==> src/rtl/alu_host_seq.sv <==
`default_nettype none
// ============================================================================
// Module      : alu_host_seq
// Description : Request/response host sequencer for a byte-serial ALU.
//               Latches a 2-bit opcode and two 32-bit operands, streams them
//               to the ALU a byte at a time (LSB first) and collects a 32-bit
//               result in four bytes before presenting it to the client.
//               Optional WAIT watchdog enabled by macro ALU_HOST_TIMEOUT_EN.
// Revision    : 1.0 - initial release
// ============================================================================
module alu_host_seq #(
  parameter int unsigned TIMEOUT_CYCLES = 255
) (
  input  logic        clk,
  input  logic        rst_n,
  input  logic        req_valid,
  output logic        req_ready,
  input  logic [1:0]  req_opcode,
  input  logic [31:0] req_a,
  input  logic [31:0] req_b,
  output logic        rsp_valid,
  input  logic        rsp_ready,
  output logic [31:0] rsp_result,
  output logic        rsp_timeout,
  output logic [7:0]  alu_in,
  output logic [1:0]  alu_opcode,
  output logic        alu_start,
  input  logic [7:0]  alu_out,
  input  logic        alu_done,
  output logic        busy
);

  typedef enum logic [2:0] {
    S_IDLE   = 3'd0,
    S_START  = 3'd1,
    S_SEND_A = 3'd2,
    S_SEND_B = 3'd3,
    S_WAIT   = 3'd4,
    S_RECV   = 3'd5,
    S_RESP   = 3'd6
  } state_t;

  state_t      r_state;
  state_t      w_state_nxt;
  logic [1:0]  r_op;
  logic [31:0] r_a;
  logic [31:0] r_b;
  logic [31:0] r_result;
  logic [1:0]  r_idx;        // byte index shared by SEND_A, SEND_B and RECV
  logic        w_accept;
  logic        w_wd_expired;

  assign w_accept = req_valid && (r_state == S_IDLE);

`ifdef ALU_HOST_TIMEOUT_EN
  localparam logic [15:0] C_WD_LAST = 16'(TIMEOUT_CYCLES - 1);

  logic [15:0] r_wd_cnt;
  logic        r_timeout;

  // Watchdog counter: zero outside WAIT so every WAIT entry starts from zero.
  always_ff @(posedge clk or negedge rst_n) begin
    if (!rst_n) begin
      r_wd_cnt <= 16'd0;
    end else if (r_state != S_WAIT) begin
      r_wd_cnt <= 16'd0;
    end else begin
      r_wd_cnt <= r_wd_cnt + 16'd1;
    end
  end

  // A done arriving in the last allowed WAIT cycle still wins over the timeout.
  assign w_wd_expired = (r_state == S_WAIT) && !alu_done && (r_wd_cnt == C_WD_LAST);

  // Timeout flag: cleared by each new request, set when the watchdog fires.
  always_ff @(posedge clk or negedge rst_n) begin
    if (!rst_n) begin
      r_timeout <= 1'b0;
    end else if (w_accept) begin
      r_timeout <= 1'b0;
    end else if (w_wd_expired) begin
      r_timeout <= 1'b1;
    end
  end

  assign rsp_timeout = r_timeout;
`else
  // No watchdog: WAIT lasts until the ALU reports done.
  assign w_wd_expired = 1'b0;
  assign rsp_timeout  = 1'b0;

  // Parameter kept for interface compatibility; an illegal zero builds nothing.
  if (TIMEOUT_CYCLES == 0) begin : g_timeout_unused
  end
`endif

  // State register.
  always_ff @(posedge clk or negedge rst_n) begin
    if (!rst_n) begin
      r_state <= S_IDLE;
    end else begin
      r_state <= w_state_nxt;
    end
  end

  // Next-state and Moore outputs.
  always_comb begin
    w_state_nxt = r_state;
    req_ready   = 1'b0;
    busy        = 1'b1;
    rsp_valid   = 1'b0;
    alu_start   = 1'b0;
    alu_opcode  = 2'd0;
    alu_in      = 8'h00;
    case (r_state)
      S_IDLE: begin
        req_ready = 1'b1;
        busy      = 1'b0;
        if (req_valid) w_state_nxt = S_START;
      end
      S_START: begin
        alu_start   = 1'b1;
        alu_opcode  = r_op;
        w_state_nxt = S_SEND_A;
      end
      S_SEND_A: begin
        alu_opcode = r_op;
        alu_in     = r_a[{r_idx, 3'b000} +: 8];
        if (r_idx == 2'd3) w_state_nxt = S_SEND_B;
      end
      S_SEND_B: begin
        alu_opcode = r_op;
        alu_in     = r_b[{r_idx, 3'b000} +: 8];
        if (r_idx == 2'd3) w_state_nxt = S_WAIT;
      end
      S_WAIT: begin
        alu_opcode = r_op;
        if (alu_done) begin
          w_state_nxt = S_RECV;
        end else if (w_wd_expired) begin
          w_state_nxt = S_RESP;
        end
      end
      S_RECV: begin
        alu_opcode = r_op;
        if (r_idx == 2'd3) w_state_nxt = S_RESP;
      end
      S_RESP: begin
        rsp_valid = 1'b1;
        if (rsp_ready) w_state_nxt = S_IDLE;
      end
      default: begin
        w_state_nxt = S_IDLE;
      end
    endcase
  end

  // Datapath: operand latch, byte index and result assembly.
  always_ff @(posedge clk or negedge rst_n) begin
    if (!rst_n) begin
      r_op     <= 2'd0;
      r_a      <= 32'd0;
      r_b      <= 32'd0;
      r_result <= 32'd0;
      r_idx    <= 2'd0;
    end else begin
      case (r_state)
        S_IDLE: begin
          if (req_valid) begin
            r_op     <= req_opcode;
            r_a      <= req_a;
            r_b      <= req_b;
            r_result <= 32'd0;
            r_idx    <= 2'd0;
          end
        end
        S_START: begin
          r_idx <= 2'd0;
        end
        S_SEND_A, S_SEND_B: begin
          r_idx <= r_idx + 2'd1;
        end
        S_WAIT: begin
          if (alu_done) begin
            r_result[7:0] <= alu_out;
            r_idx         <= 2'd1;
          end
        end
        S_RECV: begin
          r_result[{r_idx, 3'b000} +: 8] <= alu_out;
          r_idx                          <= r_idx + 2'd1;
        end
        default: begin
        end
      endcase
    end
  end

  assign rsp_result = r_result;

endmodule
`default_nettype wire

==> config.mk <==
export PLATFORM = sky130hd
export DESIGN_NAME = alu_host_seq
export DESIGN_NICKNAME = d
export VERILOG_FILES = /design/src/rtl/alu_host_seq.sv
export SDC_FILE = /design/constraint.sdc
export NUM_CORES = 1
export LEC_CHECK = 0
export ABC_AREA = 1
export ABC_CLOCK_PERIOD_IN_PS = 6450
export CAP_MARGIN = 25
export CORE_ASPECT_RATIO = 0.6
export CORE_MARGIN = 1.5
export CORE_UTILIZATION = 30
export DETAILED_ROUTE_END_ITERATION = 8
export GPL_TIMING_DRIVEN = 0
export HOLD_SLACK_MARGIN = 0.12
export PLACE_DENSITY_LB_ADDON = 0.1
export SYNTH_ARGS = -nofsm -noshare
export SYNTH_HDL_FRONTEND = slang
export SYNTH_SLANG_ARGS = --single-unit
==> constraint.sdc <==
create_clock -name clk -period 6.45 [get_ports clk]
set_input_delay 1.29 -clock clk [delete_from_list [all_inputs] [get_ports clk]]
set_output_delay 1.29 -clock clk [all_outputs]
set_load 0.05 [all_outputs]
* Word-level counts from Yosys, hierarchy flattened
Index checks and enable logic that the tools add are counted. Widths: inputs -> output; s select.
Operators by class: shift-type cells 4, reductions and logical operators 11, equality and inequality tests 13, $add $sub $neg 2, mux-type cells 21
Operators by type and width (count):
- $shiftx 32x6->8 | 2
- $pmux 24 s2 | 1
- $bwmux 32 | 1
- $mux 32 | 1
- $shift 8x7->32 const A | 1
- $shiftx 8x7->32 | 1
- $pmux 8 s3 | 1
- $pmux 3 s7 | 1
- $mux 3 | 6
- $pmux 8 s2 | 1
- $ne 2x2->1 const B | 6
- $eq 3x3->1 const B | 3
- $mux 8 | 1
- $pmux 2 s4 | 1
- $neg 5->7 | 1
- $eq 3x2->1 const B | 2
- $mux 2 | 3
- $reduce_and 3->1 | 2
- $reduce_and 6->1 | 1
- $reduce_or 5->1 | 1
- $mux 1 | 4
- $reduce_and 2->1 | 2
- $reduce_bool 4->1 | 1
- $eq 3x1->1 const B | 1
- 6 further kinds | 6
Word-level totals: register bits after elaboration 103, word-level logic and storage cells 58, output and inout bits 47, input bits 79

* Logic depth before layout (Yosys ltp)
Gate-level depths: netlist (run 1).
depth in word-level cells 4, gate-level depth with buffers 10, gate-level depth less buffers 9

* Worst setup path after synthesis (run 1)
OpenSTA, ideal clock, no wires.
path type register to output, from register r_state[0], to output alu_opcode[0], required time 5.160 ns, data arrival time 1.799 ns, path slack 3.361 ns, path buffers 1, stages on the path, launching flop included 8, path through dfrtp_1 buf_2 nor2_4 inv_2 nor2_8 inv_1 nand2_1 nor2_1
On the way: longest elaborated chain between the ends 3, elaborated cells on any way between the ends 7, those cells by class eq/ne (5); mux (1); reduce/logical (1)
RTL lines:
- from (decl) | RTL line 43 | state_t r_state;
- from (signal assigned) | RTL line 102 | r_state <= w_state_nxt;
- $eq 3x3->1, or another cell as far along | RTL line 115 | case (r_state)
- $reduce_or 5->1 (no source line) *
- $mux 2 * | RTL line 115
- to (decl) | RTL line 26 | output logic [1:0] alu_opcode,
Every way passes the cells marked *; elsewhere a longest branch is shown, timed or not.

* Worst setup path after layout (run 1)
from register r_state[0], to output alu_in[2]
On the way: longest elaborated chain between the ends 2, elaborated cells on any way between the ends 3, those cells by class eq/ne (2); mux (1)
RTL lines:
- $eq 3x2->1 | RTL line 115
- $pmux 8 s2 * | RTL line 115
- to (decl) | RTL line 25 | output logic [7:0] alu_in,
Marks and branches as above.

==> run metrics, run 1 <==
vias in the first global route=4,486; Via density=4.55; DP HPWL=12,800 um; clk_skew=0.00677 ns; Setup CP Type=reg2out; WL/cell=16.2 um; Clock Path Buffers=2; commonest non-fill, non-tap cell in the layout=nand2_1; Int Power=1.70 mW; post-cts sizing count=0; max-cap violations=0; Max-slew headroom=0.586; postcts setup bufs=0; cells after synthesis=636; DIE WIDTH=173 um; CP endpoint kind=output pin; Sw Share=0.470; Detail Route Antenna Nets=0; P_sw=1.51 mW; Synth-to-Final Area Change=35.0%; CTS clk-pin slew, worst paths=0.07 ns; Filler Cell Count=1,696; CTS root buffer=clkbuf_16; worst slew pin tran=0.620 ns; grt ovf=0; antenna cells=0; Setup Total Neg Slack=0 ns; via count=4,573; Tcrit/Tclk final=0.648; count of cell types in the netlist=28; CP startpoint=r_state[0]; fmax=239 MHz; GPL Wtd Cong=0.845; Worst Hold Path Cells=2; Seq/Total Area, Yosys=0.498; Skew-Pair Late Insertion Delay=0.35 ns; Synthesis Warnings=0; synthesized area per cell=8.14 um^2; clk sinks=103; Initial Utilization=0.313; sequential cell fraction of total power=0.303; first-pass GRT wire length=26,000 um; largest net degree at the start of global routing=60; num rows=36; Post-Syn Nets=719; Top-Level Pins=126; fin. max-slew vios=0; Endpoint, Worst Hold=r_a[2]; leakage dissipation=3.33 nW; R2R cell count=8; CTS tree=yes; crit path DAT=2.89 ns; hold-fix buffers at CTS=0; Hold Violations, Final=0; register bit total from synthesis=103; DRT Wirelength=16,300 um; commonest cells after routing, fill and taps aside=nand2_1, clkdlybuf4s50_1, dfrtp_1, nor2_1, nand3_1; htree depth=3; Final Util=0.423; HP Class=reg2reg; VDD IR-drop max=0.000156 V; WP data required=5.16 ns; clock period minus worst slack=4.18 ns; Startpoint Class=flop; # port buffers=123; Gate power share=0.536; Final setup viols=0; # DRC=0; r2r endpoint=rsp_result[5]; pwr dens=460 nW/um^2; core area=16,500 um^2; R2R Setup Slk=3.63 ns; Synth Cell Area=5180 um^2; Reg-to-Reg Start=r_idx[1]; Global Route Usage Sum=0.187; initial antenna violation count=0; share of cells above drive strength 1=0.126; critical-path maximum fanout=10; die area=18,100 um^2; # nets final=854; Die H=105 um; Hold Crit Start=r_a[2]; Starting DRT DRC Count=335; status=finished clean; first drt pass iteration count=5; clock power share=0.161; CTS Buf Count=9; RSZ-0062 raised after global routing=false
-- stage by stage --
step / area (um^2) / hold WS (ns) / instances / power (mW) / setup WS (ns)
finish: 6990 / 0.474 / 1004 / 3.22 / 2.27
global route: 6990 / 0.491 / 1004 / 3.45 / 2.14
CTS: 6990 / 0.476 / 1004 / 3.23 / 2.29
detailed placement: 6720 / 0.459 / 988 / 2.70 / 2.67
global placement: 6690 / 0.457 / 987 / 2.68 / 0.0454
floorplan: 5180 / 0.437 / 636 / 2.15 / 3.36
-- synthesized netlist by cell type --
library cell  instances  area (um^2)
nor2_2                1         6.26
buf_4                 2         15.0
a21oi_1               1         5.00
buf_6                 8         90.1
nand3_2               1         10.0
nor2_4                3         33.8
inv_2                 2         7.51
a21oi_2              50          438
nand3_1              78          390
nand2_1             148          556
dfrtp_1             103         2580
o21ai_0              19         95.1
o22ai_1               1         6.26
o21ai_2               1         8.76
clkinv_1              2         7.51
o21a_1                1         7.51
nand4_1               4         25.0
a22o_1                1         8.76
o21ai_1              14         70.1
nand2_4               1         11.3
nor2_1               92          345
buf_2                11         55.1
conb_1                1         3.75
o31ai_1               3         22.5
ha_1                  4         50.1
clkbuf_1             10         37.5
nor2_8                1         20.0
inv_1                73          274
-- final cells by class --
class,instances,area (um^2),share of cell area
Clock buffer,10,229,0.0327
Clock inverter,6,43.8,0.00626
Buffer,31,198,0.0283
Timing Repair Buffer,124,1260,0.180
Inverter,77,289,0.0413
Sequential cell,103,2580,0.369
Multi-Input combinational cell,425,2110,0.302
Tap cell,228,285,0.0408
-- power groups by stage --
stage               Clock [mW]  Combinational [mW]  Sequential, mW
finish                   0.519                1.72           0.975
global route             0.558                1.89            1.00
CTS                      0.530                1.72           0.976
detailed placement           0                1.72           0.988
global placement             0                1.69           0.986
floorplan                    0                1.07            1.08
-- worst max-delay path: stages, from the launching register on --
cell and delay, ns:
dfrtp_1 0.32, buf_2 0.21, nand2_1 0.09, nor2_2 0.24
buf_2 0.29, o21ai_0 0.10, nor2_1 0.22, nor2_1 0.09
nor2_1 0.15, clkdlybuf4s50_1 0.83
-- flip-flops by register name, indices dropped and copies added (netlist names) --
register    count
rsp_result     32
r_op            2
r_state         3
r_idx           2
r_a            32
r_b            32
-- worst max path at each step --
stage                     endpoint  slack, ns  cells after the start
floorplan            alu_opcode[0]       3.36                      7
global placement    rsp_result[31]       0.05                      1
detailed placement       alu_in[5]       2.67                     10
CTS                      alu_in[5]       2.29                      9
global route             alu_in[6]       2.14                      9
finish                   alu_in[2]       2.27                      9
-- kinds of logic after synthesis --
family,after synthesis,share of synthesized area
other,1,0.000724
flip-flops,103,0.498
AND/OR/NAND/NOR,329,0.270
AO/OA/AOI/OAI,91,0.128
buffers and inverters,108,0.0940
adder cells (fa/ha/maj),4,0.00967
-- layer usage --
| layer | vias to the layer above | share of wire | global-route usage |
|---|---|---|---|
| li1 | 2276 | - | - |
| met1 | 2140 | 0.56 | 0.309 |
| met2 | 142 | 0.37 | 0.238 |
| met3 | 15 | 0.059 | 0.0418 |
| met4 | 0 | 0.0093 | 0.0357 |
| met5 | - | 0 | 0 |
Power figures use the tool's default switching activity.
==> inputs of run 2 (changes only) <==
ABC_CLOCK_PERIOD_IN_PS = 4350   (was 6450)
clock period = 4.35 ns   (was 6.45 ns; I/O delays follow)
==> results of run 2 <==
Same layout as run 1 (identical final DEF). Status: finished clean.
Main changes from that run: setup slack after placement 2.67 ns -> 0.992 ns; setup slack after layout 2.27 ns -> 0.593 ns; register-to-register setup slack 3.63 ns -> 1.53 ns; total power 3.22 mW -> 4.77 mW; worst IR drop on VDD 0.000156 V -> 0.000231 V
